**src/rtl/mix_columns_engine_pkg.sv**
```systemverilog
// Shared AES column types and GF(2^8) helpers for the MixColumns engine.
// Optional inverse datapath is selected by macro MIX_COL_INV_EN.
package aes_mix_pkg;

    typedef logic [7:0]  byte_t;
    typedef logic [31:0] column_t;

    localparam byte_t AES_POLY = 8'h1B;

    typedef enum logic [1:0] {
        ST_IDLE = 2'd0,
        ST_BUSY = 2'd1,
        ST_DONE = 2'd2
    } mix_state_e;

    function automatic byte_t xtime(input byte_t a);
        return {a[6:0], 1'b0} ^ (a[7] ? AES_POLY : 8'h00);
    endfunction

    // Shift-and-add multiply; only instantiated with constant coefficients.
    function automatic byte_t gf_mul(input byte_t a, input byte_t b);
        byte_t acc;
        byte_t p;
        acc = '0;
        p   = a;
        for (int i = 0; i < 8; i++) begin
            if (b[i]) acc = acc ^ p;
            p = xtime(p);
        end
        return acc;
    endfunction

endpackage

```
**src/rtl/mix_columns_engine_if.sv**
```systemverilog
// Block-level handshake and data bus of the MixColumns engine.
interface mix_columns_engine_if #(parameter int NB = 4);
    import aes_mix_pkg::*;

    logic              in_valid;
    logic              in_ready;
    logic              inv_i;
    logic [32*NB-1:0]  state_i;
    logic              out_valid;
    logic              out_ready;
    logic [32*NB-1:0]  state_o;

    modport slave (
        input  in_valid, inv_i, state_i, out_ready,
        output in_ready, out_valid, state_o
    );

    modport master (
        output in_valid, inv_i, state_i, out_ready,
        input  in_ready, out_valid, state_o
    );

endinterface

```
**src/rtl/mix_columns_engine_unit.sv**
```systemverilog
// Combinational single-column (Inv)MixColumns; inverse only when MIX_COL_INV_EN is defined.
module mix_column_unit
    import aes_mix_pkg::*;
(
    input  column_t col,
    input  logic    mode,
    output column_t res
);

`ifndef MIX_COL_INV_EN
    logic unused_mode;
    assign unused_mode = mode;
`endif

    always_comb begin : p_mix
        byte_t b0, b1, b2, b3, r;
        res = '0;
        b0  = '0;
        b1  = '0;
        b2  = '0;
        b3  = '0;
        r   = '0;
        for (int i = 0; i < 4; i++) begin
            b0 = col[31-8*i -: 8];
            b1 = col[31-8*((i+1)%4) -: 8];
            b2 = col[31-8*((i+2)%4) -: 8];
            b3 = col[31-8*((i+3)%4) -: 8];
            r  = xtime(b0) ^ xtime(b1) ^ b1 ^ b2 ^ b3;
`ifdef MIX_COL_INV_EN
            if (mode) begin
                r = gf_mul(8'h0E, b0) ^ gf_mul(8'h0B, b1) ^
                    gf_mul(8'h0D, b2) ^ gf_mul(8'h09, b3);
            end
`endif
            res[31-8*i -: 8] = r;
        end
    end

endmodule

```
**src/rtl/mix_columns_engine.sv**
```systemverilog
// Iterative MixColumns engine: CPC columns per clock over an NB-column block.
// Define MIX_COL_INV_EN to build the InvMixColumns path and honour inv_i.
//
// state | meaning
// IDLE  | in_ready=1, waiting for a block
// BUSY  | transforming CPC columns per cycle in the working register
// DONE  | out_valid=1, result held until out_ready
module mix_columns_engine
    import aes_mix_pkg::*;
#(
    parameter int NB  = 4,
    parameter int CPC = 1
) (
    input  logic                 clk,
    input  logic                 rst_n,
    mix_columns_engine_if.slave  bus
);

    localparam int CW = $clog2(NB + 1);

    if (NB < 4 || NB > 8 || !(CPC == 1 || CPC == 2 || CPC == 4) || (NB % CPC) != 0) begin : g_bad_cfg
        $fatal(1, "mix_columns_engine: illegal NB=%0d CPC=%0d", NB, CPC);
    end

    mix_state_e        state_q;
    mix_state_e        state_d;
    logic [CW-1:0]     cnt_q;
    column_t           work_q [NB];
    logic              mode_q;
    column_t           unit_in  [CPC];
    column_t           unit_out [CPC];
    logic [32*NB-1:0]  state_flat;
    logic              accept;
    logic              last_step;

    assign accept    = (state_q == ST_IDLE) && bus.in_valid;
    assign last_step = (cnt_q == CW'(NB - CPC));

    always_ff @(posedge clk or negedge rst_n) begin
        if (!rst_n) state_q <= ST_IDLE;
        else        state_q <= state_d;
    end

    always_comb begin
        state_d = state_q;
        case (state_q)
            ST_IDLE: if (bus.in_valid)  state_d = ST_BUSY;
            ST_BUSY: if (last_step)     state_d = ST_DONE;
            ST_DONE: if (bus.out_ready) state_d = ST_IDLE;
            default:                    state_d = ST_IDLE;
        endcase
    end

    assign bus.in_ready  = (state_q == ST_IDLE);
    assign bus.out_valid = (state_q == ST_DONE);

    // Counter stops at NB in DONE, so no column is ever revisited.
    always_ff @(posedge clk or negedge rst_n) begin
        if (!rst_n) begin
            cnt_q  <= '0;
            mode_q <= 1'b0;
            for (int c = 0; c < NB; c++) work_q[c] <= '0;
        end else if (accept) begin
            cnt_q  <= '0;
            mode_q <= bus.inv_i;
            for (int c = 0; c < NB; c++) work_q[c] <= bus.state_i[32*NB-1-32*c -: 32];
        end else if (state_q == ST_BUSY) begin
            cnt_q <= cnt_q + CW'(CPC);
            for (int c = 0; c < NB; c++) begin
                for (int k = 0; k < CPC; k++) begin
                    if (int'(cnt_q) + k == c) work_q[c] <= unit_out[k];
                end
            end
        end
    end

    always_comb begin
        for (int k = 0; k < CPC; k++) begin
            unit_in[k] = '0;
            for (int c = 0; c < NB; c++) begin
                if (int'(cnt_q) + k == c) unit_in[k] = work_q[c];
            end
        end
    end

    for (genvar k = 0; k < CPC; k++) begin : g_unit
        mix_column_unit u_col (
            .col  (unit_in[k]),
            .mode (mode_q),
            .res  (unit_out[k])
        );
    end

    always_comb begin
        state_flat = '0;
        for (int c = 0; c < NB; c++) state_flat[32*NB-1-32*c -: 32] = work_q[c];
    end

    assign bus.state_o = state_flat;

endmodule

```
**src/flat_wrapper.sv**
```systemverilog
// flat-port wrapper written by rule: the top's interface ports become plain ports
module mix_columns_engine_flat import aes_mix_pkg::*;
#(
    parameter int NB  = 4,
    parameter int CPC = 1
)
  (clk, rst_n, bus_in_valid, bus_inv_i, bus_state_i, bus_out_ready, bus_in_ready, bus_out_valid, bus_state_o);
  mix_columns_engine_if #(.NB(NB)) bus_i ();
  input  logic clk;
  input  logic rst_n;
  input wire logic [$bits(bus_i.in_valid)-1:0] bus_in_valid;
  input wire logic [$bits(bus_i.inv_i)-1:0] bus_inv_i;
  input wire logic [$bits(bus_i.state_i)-1:0] bus_state_i;
  input wire logic [$bits(bus_i.out_ready)-1:0] bus_out_ready;
  output wire logic [$bits(bus_i.in_ready)-1:0] bus_in_ready;
  output wire logic [$bits(bus_i.out_valid)-1:0] bus_out_valid;
  output wire logic [$bits(bus_i.state_o)-1:0] bus_state_o;
  assign bus_i.in_valid = bus_in_valid;
  assign bus_i.inv_i = bus_inv_i;
  assign bus_i.state_i = bus_state_i;
  assign bus_i.out_ready = bus_out_ready;
  assign bus_in_ready = bus_i.in_ready;
  assign bus_out_valid = bus_i.out_valid;
  assign bus_state_o = bus_i.state_o;
  mix_columns_engine #(.NB(NB), .CPC(CPC)) u_core (.clk(clk), .rst_n(rst_n), .bus(bus_i));
endmodule
```
**config.mk**
```make
export PLATFORM = sky130hd
export DESIGN_NAME = mix_columns_engine_flat
export DESIGN_NICKNAME = d
export VERILOG_FILES = /design/src/rtl/mix_columns_engine_pkg.sv /design/src/rtl/mix_columns_engine_if.sv /design/src/rtl/mix_columns_engine_unit.sv /design/src/rtl/mix_columns_engine.sv /design/src/flat_wrapper.sv
export SDC_FILE = /design/constraint.sdc
export NUM_CORES = 1
export LEC_CHECK = 0
export CAP_MARGIN = 20
export CORE_AREA = 2 2 147 113
export DETAILED_ROUTE_END_ITERATION = 8
export DIE_AREA = 0 0 149 115
export PLACE_DENSITY = 0.95
export SLEW_MARGIN = 5
export SYNTH_ARGS = -nofsm -noshare
export SYNTH_HDL_FRONTEND = slang
export SYNTH_SLANG_ARGS = --single-unit
```
**constraint.sdc**
```tcl
create_clock -name clk -period 7.1 [get_ports clk]
set_clock_uncertainty 0.15 [all_clocks]
set_input_delay 1.065 -clock clk [delete_from_list [all_inputs] [get_ports clk]]
set_output_delay 1.065 -clock clk [all_outputs]
set_load 0.01 [all_outputs]
```
==> flow_summary_export.csv <==
group,metric,value,unit
status,outcome,"finished, final reports clean",
floorplanning,die_w,149,µm
timing,final_hold_viol_count,0,
route,drt_wl_total,30.0,mm
setup_path,cp_top_family,"XOR/XNOR gates",
global_route,grt_max_degree,92,
cts,cts_tree,"yes",
timing,slew_headroom,31.2,%
cts,root_buffer,"clkbuf_16",
placement,portBuffers,261,
cts,post_cts_buffers,0,
cts,h-tree-depth,4,
timing,finalSetupViolCount,0,
setup_path,cp_max_fo,32,
timing,grt_setup_unrepaired,"no",
global_route,grt.overflow.total,0,
setup_path,end_kind,"register",
setup_path,cp.arrival,4.48,ns
yosys,synth_edf_count,0,
cts,clk_pin_slew,0.06,ns
global_route,grtUsageTotal,35.0,%
setup_path,cp.required,7.21,ns
global_route,grt_pass1_wl,45.6,mm
yosys,avgSynthCellArea,10.3,µm²
cells_and_area,final_cell_mix,"clkdlybuf4s50_1 (260), a22oi_1 (139), dfrtp_1 (133)",
route,via_per_inst,6.44,
route,dr.pass1.iters,9,
cts,ctsResizeCount,0,
cells_and_area,syn_to_final_growth,43.1,%
floorplanning,die-area,0.0171,mm²
yosys,synth_nets,889,
route,postRouteAntennaNets,0,
yosys,postSynth.asyncResetShare,100,%
cts,insertion_delay,0.42,ns
timing,max_freq,0.229,GHz
yosys,synth.distinct_cells,50,
hold_path,hold_class,"register to register",
cts,cts.path.max_buffers,2,
setup_path,path_buf_inv,2,
timing,max_slew.worst_pin.slew,1.03,ns
cells_and_area,final_common_cell,"clkdlybuf4s50_1",
setup_path,start_kind,"register",
global_route,grt_pass1_vias,7786,
route,drc,0,
cells_and_area,fillCellCount,1180,
setup_path,critPathSlowestCell,"a32oi_1",
cts,holdBufCountCts,0,
yosys,synth.area.top_cells,"dfrtp_1 (43%), a22oi_1 (14%), xnor2_1 (9.0%)",
run,drv_cap,0,
setup_path,reg2reg_slack,2.73,ns
timing,post-route-period-util,61.6,%
yosys,mappedNetlistArea,0.00771,mm²
floorplanning,initial_utilization,49.1,%
setup_path,worst_path_largest_cell_delay,0.67,ns
yosys,ys_seq_elements,133,
timing,slew_viol_final,0,
global_route,grt_antenna_before_repair,1,
placement,dp_hpwl,20.9,mm
yosys,synth_cells,751,
route,drtIter0Drc,996,
placement,place_congestion,0.976,
floorplanning,die_h,115,µm
cells_and_area,post_route_cells_drive_above_1_share,8.03,%
floorplanning,ios,263,
cells_and_area,nNetsFinal,1121,
cts,cts_buffers,17,
yosys,synth.largest_area_cell,"dfrtp_1",
route,wl_per_cell,24.9,µm
yosys,yosysSeqAreaShare,43.2,%
yosys,synth_ff_type,"dfrtp_1",
floorplanning,core,0.0157,mm²
setup_path,crit_type,"register to register",
timing,post-route-min-period,4.37,ns
timing,fin_setup_tns,0,ns
cts,clock_sinks,133,
cells_and_area,num_antenna_cells,0,
floorplanning,fp-row-count,40,
setup_path,path_cells,"ha_1, ha_2, buf_4, nor2_2, buf_4, a32oi_1, xnor2_1, xor2_1, xnor2_1, o21ai_0",
route,routed-via-count,7769,
yosys,yosys_warnings,0,
yosys,synth_top_area_share,43.2,%
==> kinds of logic after synthesis <==
logic type / count (synthesis) / synth area share, %
flops: 133 / 43.2
mux: 1 / 0.146
xor+xnor: 102 / 12.3
fa+ha+maj: 5 / 0.811
buf+inv: 70 / 4.04
simple gates: 77 / 5.65
compound gates: 363 / 33.9
==> path summary, 6_finish.rpt <==
check / start / end / cells past startpoint
min reg2reg: u_core.bus.state_o[48]$_DFFE_PN0P_ / u_core.bus.state_o[48]$_DFFE_PN0P_ / 2
max in group asynchronous: rst_n / u_core.bus.state_o[40]$_DFFE_PN0P_ / 2
min: u_core.bus.state_o[48]$_DFFE_PN0P_ / u_core.bus.state_o[48]$_DFFE_PN0P_ / 2
max: u_core.cnt_q[1]$_DFFE_PN0P_ / u_core.bus.state_o[54]$_DFFE_PN0P_ / 10
max reg2reg: u_core.cnt_q[1]$_DFFE_PN0P_ / u_core.bus.state_o[54]$_DFFE_PN0P_ / 10
min in group asynchronous: rst_n / u_core.bus.state_o[86]$_DFFE_PN0P_ / 1
==> per-layer routing <==
layer / track usage (%) / wire length [µm] / up-vias
met5: 0 / 12 / -
met4: 12.5 / 806 / 2
met3: 8.21 / 3460 / 69
met2: 55.2 / 13700 / 556
met1: 47.6 / 12000 / 3817
li1: - / - / 3325
==> sequential cells by signal (all words and copies together) (netlist names) <==
signal,cells
u_core.cnt_q,3
u_core.bus.state_o,128
u_core.state_q,2
==> tightest hold or removal path: cells and delay by family, from the launching register on <==
kind	cells	cell delay [ns]
AO/OA/AOI/OAI	2	0.13
flip-flops	1	0.37
==> cell usage after synthesis, types with 4 or more instances <==
library cell	instances
inv_1	6
clkbuf_1	46
o211ai_1	5
a32oi_2	14
a21oi_1	11
dfrtp_1	133
nor2_1	4
a32oi_1	4
xnor2_1	79
a21o_1	4
nand3b_1	4
o21a_1	6
o21ai_1	33
a221o_1	20
xor2_1	17
nand2b_1	25
a22oi_1	139
nor2b_1	15
buf_2	12
buf_6	4
nand2_1	18
o21ai_0	102
a22o_1	9
ha_1	5
==> stage by stage <==
step / util (%) / std cells / cell area (µm²) / hold slack (ns) / setup WS (ns)
5_1_grt: 70.2 / 1206 / 11000 / 0.417 / 2.57
4_1_cts: 70.2 / 1206 / 11000 / 0.387 / 2.87
3_3_place_gp: 66.4 / 1174 / 10400 / 0.366 / 2.99
6_report: 70.2 / 1206 / 11000 / 0.386 / 2.73
3_5_place_dp: 66.4 / 1174 / 10400 / 0.372 / 2.92
2_1_floorplan: - / 751 / 7710 / 0.362 / 4.40
==> cell type report <==
cell class / count / area [µm²] / area share, %
Clock inverter: 7 / 92.6 / 0.839
Sequential cell: 133 / 3330 / 30.2
Inverter: 6 / 22.5 / 0.204
Tap cell: 210 / 263 / 2.38
Multi-Input combinational cell: 548 / 4080 / 37.0
Clock buffer: 25 / 515 / 4.67
Timing Repair Buffer: 277 / 2730 / 24.8
Power is left out: the tool's default activity adds up to more than one toggle a clock period on the data nets, which glitch-free logic cannot reach.
